==> config.mk <==
export PLATFORM = sky130hd
export DESIGN_NAME = stall_ctrl
export DESIGN_NICKNAME = d
export VERILOG_FILES = /design/src/rtl/stall_ctrl.sv
export SDC_FILE = /design/constraint.sdc
export NUM_CORES = 1
export LEC_CHECK = 0
export CORE_MARGIN = 2
export CORE_UTILIZATION = 39
export DETAILED_ROUTE_END_ITERATION = 7
export GPL_TIMING_DRIVEN = 0
export PLACE_DENSITY = 0.79
export RECOVER_POWER = 100
export SLEW_MARGIN = 20
export SYNTH_ARGS = -nofsm -noshare
export SYNTH_HDL_FRONTEND = slang
export SYNTH_SLANG_ARGS = --single-unit
==> constraint.sdc <==
create_clock -name clk -period 6.5 [get_ports clk]
set_clock_uncertainty 0.1 [all_clocks]
set_input_delay 1.3 -clock clk [delete_from_list [all_inputs] [get_ports clk]]
set_output_delay 1.3 -clock clk [all_outputs]
set_load 0.01 [all_outputs]
==> src/rtl/stall_ctrl.sv <==
// Central stall/flush controller for the five-stage MIPS pipeline: RAW, mult/div
// and eret interlocks, with exception requests overriding every stall.
module stall_ctrl #(
  parameter int MULT_CYCLES = 5,
  parameter int DIV_CYCLES  = 10
) (
  input  logic        clk,
  input  logic        rst,
  input  logic [4:0]  D_rs,
  input  logic [4:0]  D_rt,
  input  logic [1:0]  D_rs_tuse,
  input  logic [1:0]  D_rt_tuse,
  input  logic [4:0]  E_A3,
  input  logic [4:0]  M_A3,
  input  logic [1:0]  E_tnew,
  input  logic [1:0]  M_tnew,
  input  logic        D_md_use,
  input  logic        E_md_start,
  input  logic        E_md_div,
  input  logic        D_eret,
  input  logic        E_mtc0_epc,
  input  logic        M_mtc0_epc,
  input  logic        Req,
  output logic        PC_WE,
  output logic        D_WE,
  output logic        E_flush,
  output logic        md_busy,
  output logic [3:0]  md_cnt,
  output logic [31:0] stall_cnt
);

  localparam logic [3:0] MULT_LD = 4'(MULT_CYCLES);
  localparam logic [3:0] DIV_LD  = 4'(DIV_CYCLES);

  logic [3:0]  md_cnt_q, md_cnt_d;
  logic [31:0] stall_cnt_q, stall_cnt_d;
  logic        stall_rs, stall_rt, stall_md, stall_eret, stall;
  logic        md_start_ok;

  // A source stalls only if a producer in E or M will not have its result
  // forwardable by the time this operand is consumed.
  function automatic logic raw_hit(input logic [4:0] src, input logic [1:0] tuse,
                                   input logic [4:0] ea3, input logic [1:0] etnew,
                                   input logic [4:0] ma3, input logic [1:0] mtnew);
    raw_hit = (src != 5'd0) &&
              (((src == ea3) && (etnew > tuse)) || ((src == ma3) && (mtnew > tuse)));
  endfunction

  function automatic logic [31:0] sat_inc32(input logic [31:0] v);
    sat_inc32 = (v == 32'hFFFF_FFFF) ? v : v + 32'd1;
  endfunction

  always_comb begin
    stall_rs   = raw_hit(D_rs, D_rs_tuse, E_A3, E_tnew, M_A3, M_tnew);
    stall_rt   = raw_hit(D_rt, D_rt_tuse, E_A3, E_tnew, M_A3, M_tnew);
    stall_md   = D_md_use && ((md_cnt_q != 4'd0) || E_md_start);
    stall_eret = D_eret && (E_mtc0_epc || M_mtc0_epc);
    stall      = stall_rs || stall_rt || stall_md || stall_eret;
  end

  always_comb begin
    PC_WE   = Req || !stall;
    D_WE    = Req || !stall;
    E_flush = !Req && stall;
  end

  // A start while busy cannot occur in a correct pipeline, so it is simply ignored;
  // Req never aborts a running operation because HI/LO must still complete.
  assign md_start_ok = E_md_start && !Req && (md_cnt_q == 4'd0);

  always_comb begin
    md_cnt_d = md_cnt_q;
    if (md_start_ok)
      md_cnt_d = E_md_div ? DIV_LD : MULT_LD;
    else if (md_cnt_q != 4'd0)
      md_cnt_d = md_cnt_q - 4'd1;
  end

  always_comb begin
    stall_cnt_d = stall_cnt_q;
    if (stall && !Req)
      stall_cnt_d = sat_inc32(stall_cnt_q);
  end

  always_ff @(posedge clk or posedge rst) begin
    if (rst) begin
      md_cnt_q    <= 4'd0;
      stall_cnt_q <= 32'd0;
    end else begin
      md_cnt_q    <= md_cnt_d;
      stall_cnt_q <= stall_cnt_d;
    end
  end

  assign md_cnt    = md_cnt_q;
  assign md_busy   = (md_cnt_q != 4'd0);
  assign stall_cnt = stall_cnt_q;

endmodule
==> results.py <==
metrics = {
    "global_routing": {
        "grt_usage_pct": 18.1,
        "antenna_found_initial": 0,
        "grt_pass1_vias": 1978,
        "overflow": 0,
        "grt_max_degree": 37,
        "grt_pass1_wl_microns": 9000,
    },
    "setup_path": {
        "worstPathRequired_ns": 5.10,
        "cp_num_buf_inv": 4,
        "crit_type": "in2out",
        "cp_max_fo": 10,
        "startpoint": "D_rt_tuse[1]",
        "r2r_end": "stall_cnt[16]",
        "slowest_stage": "clkdlybuf4s50_1",
        "cp_top_family": "buffers and inverters",
        "slowest_delay_ns": 0.63,
        "r2r_start": "md_cnt[0]",
        "worstSetupPathDepth": 10,
        "endpoint_kind": "output port",
        "cp_data_arrival_time_ns": 4.37,
        "cp-endpoint": "E_flush",
        "rr_worst_depth": 9,
        "critPathLaunchType": "input pin",
        "crit_path_cell_trace": "dlygate4sd3_1 -> inv_1 -> ha_1 -> nand2_1 -> nand4_1 -> nor4_1 -> o22ai_1 -> a31oi_1 -> clkbuf_1 -> clkdlybuf4s50_1",
        "r2r_setup_slack_ns": 3.91,
    },
    "yosys": {
        "synth_edf_count": 0,
        "yosysWarnings": 0,
        "postSynthCellCount": 233,
        "syn_nets": 281,
        "synthTopCellsByArea": "dfrtp_1 (40%), xnor2_1 (17%), nand4_1 (6.4%)",
        "synth-seq-cells": 36,
        "synth_area_per_cell_sq_um": 9.62,
        "yosysMostFrequentCell": "xnor2_1",
        "synth_top_area_cell": "dfrtp_1",
        "synthFlopType": "dfrtp_1",
        "ys_seq_area_share_pct": 40.2,
        "async_flop_share_pct": 100,
        "ys_types": 32,
        "netlist.area_leader.share_pct": 40.2,
        "yosys-top-cells-count": "xnor2_1 (44), dfrtp_1 (36), nand4_1 (23)",
        "synth_area_sq_um": 2240,
    },
    "floorplanning": {
        "die_w_microns": 79.8,
        "die_area_sq_um": 6370,
        "chipHeight_microns": 79.8,
        "start_util_pct": 40.5,
        "core_sq_um": 5540,
        "num_rows": 27,
        "ioPinCount": 77,
    },
    "power": {
        "power_leakage_nw": 1.41,
        "p_per_area_nw_per_um2": 223,
        "ir_worst_vdd_v": 0.000163,
        "power_w": 0.000708,
    },
    "sta": {
        "maxSlewHeadroom_pct": 10.2,
        "setup_violations": 0,
        "worstMarginPinSlew_ns": 1.35,
        "finalCriticalPeriod_ns": 5.77,
        "max_freq_mhz": 173,
        "rsz0062_at_grt": "no",
        "fin_crit_sh_pct": 88.8,
        "hold_viol_final": 0,
        "fin_setup_tns_ns": 0,
        "final-max-slew-violation-count": 0,
        "hold_slack_ns": 0.384,
    },
    "detailed_routing": {
        "wire_per_inst_microns": 13.8,
        "finalWirelength_microns": 5360,
        "dr_total_vias": 2007,
        "ant_nets": 0,
        "firstDrtPassIters": 4,
        "viasPerCell": 5.16,
        "drt_iter0_drc": 97,
        "drc_errors": 0,
    },
    "final_layout": {
        "final_nets": 364,
        "num_antenna_cells": 0,
        "synthToLayoutAreaGrowth_pct": 41.8,
        "post-route-cell-area_sq_um": 3180,
        "drive_above_1_share_pct": 3.79,
    },
    "placement": {
        "port_buffers": 76,
        "dp_hpwl_microns": 4280,
        "postPlaceCellArea_sq_um": 3090,
        "gp_congestion": 0.818,
    },
    "clocking": {
        "cts.clk_slew.worst_paths_ns": 0.07,
        "post_cts_buffers": 0,
        "cts.path.max_buffers": 2,
        "cts_buffers": 5,
        "hold_buffers": 0,
        "cts_sinks": 36,
        "cts_tree": "done",
        "cts_htree_levels": 2,
        "cts_resized": 0,
        "clk-insertion-delay-late_ns": 0.29,
        "root_buffer": "clkbuf_8",
    },
    "hold_path": {
        "min_path_type": "reg2reg",
        "hold_path.startpoint": "stall_cnt[15]",
    },
    "job": {
        "maxCapViolations": 0,
    },
    "outcome": {
        "status": "finished clean",
    },
}
==> per-stage QoR <==
| step | cells | setup slack, ns | utilization (%) |
|---|---|---|---|
| after floorplan | 233 | 2.45 | - |
| after global placement | 381 | 1.23 | 55.8 |
| after detailed placement | 381 | 1.18 | 55.8 |
| after global routing | 389 | 0.535 | 57.4 |
| final | 389 | 0.728 | 57.4 |
| after CTS | 389 | 1.19 | 57.8 |
==> area by class of cell <==
type	count	area, sq um
Clock inverter	2	35.0
Tap cell	72	90.1
Multi-Input combinational cell	176	1240
Inverter	14	52.6
Buffer	7	30.0
Sequential cell	36	901
Timing Repair Buffer	76	761
Clock buffer	6	72.6
Fill cell	503	2360
==> how the worst min path moves through the flow <==
stage	to	slack, ns	depth (start not counted)
CTS	stall_cnt[15]	0.40	1
finish	stall_cnt[15]	0.38	1
floorplan	stall_cnt[12]	0.42	1
global route	stall_cnt[19]	0.43	1
detailed placement	stall_cnt[15]	0.38	1
global placement	stall_cnt[19]	0.38	1
==> registers in the layout, indices dropped and copies added (netlist names) <==
signal	cells
md_cnt	4
stall_cnt	32
==> worst register-to-register path, delay by kind of cell, from the launching register on <==
kind / cells / cell delay (ns)
compound gates: 2 / 0.49
fa+ha+maj: 1 / 0.20
buf+inv: 2 / 0.51
flops: 1 / 0.37
mux: 1 / 0.32
simple gates: 3 / 0.49
==> kinds of logic (layout without fill, tap and decap cells) <==
group / after synthesis / after routing / synth area share [%]
multiplexers: 2 / 2 / 1.00
buffers and inverters: 21 / 105 / 3.96
AO/OA/AOI/OAI: 16 / 16 / 4.97
AND/OR/NAND/NOR: 95 / 95 / 23.1
adder cells (fa/ha/maj): 11 / 11 / 6.14
XOR/XNOR: 52 / 52 / 20.6
flip-flops: 36 / 36 / 40.2
==> placed cells by master (no fill, tap or decap), drive strengths merged, types with 3 or more instances in the layout <==
| cell type | n |
|---|---|
| nor2 | 13 |
| nand2 | 13 |
| a21oi | 8 |
| nor3 | 3 |
| o21ai | 3 |
| nor4 | 3 |
| and3 | 13 |
| inv | 13 |
| xor2 | 7 |
| dfrtp | 36 |
| and2 | 4 |
| xnor2 | 45 |
| ha | 11 |
| dlygate4sd3 | 42 |
| nand3 | 16 |
| clkbuf | 12 |
| nand4 | 23 |
| clkdlybuf4s50 | 34 |
==> where the power goes <==
part	internal [W]	total [W]	switching (W)
clock	0.000114	0.000193	0.0000788
sequential	0.000257	0.000295	0.0000381
combinational	0.000121	0.000220	0.0000990
==> layer usage <==
metal	vias to the layer above	global-route usage (%)	wire [microns]
li1	986	-	-
met1	941	21.3	2280
met2	73	31.0	2590
met3	7	6.00	413
met4	0	5.76	68
met5	-	0	0
No activity file was read; power rests on OpenSTA's default activity.
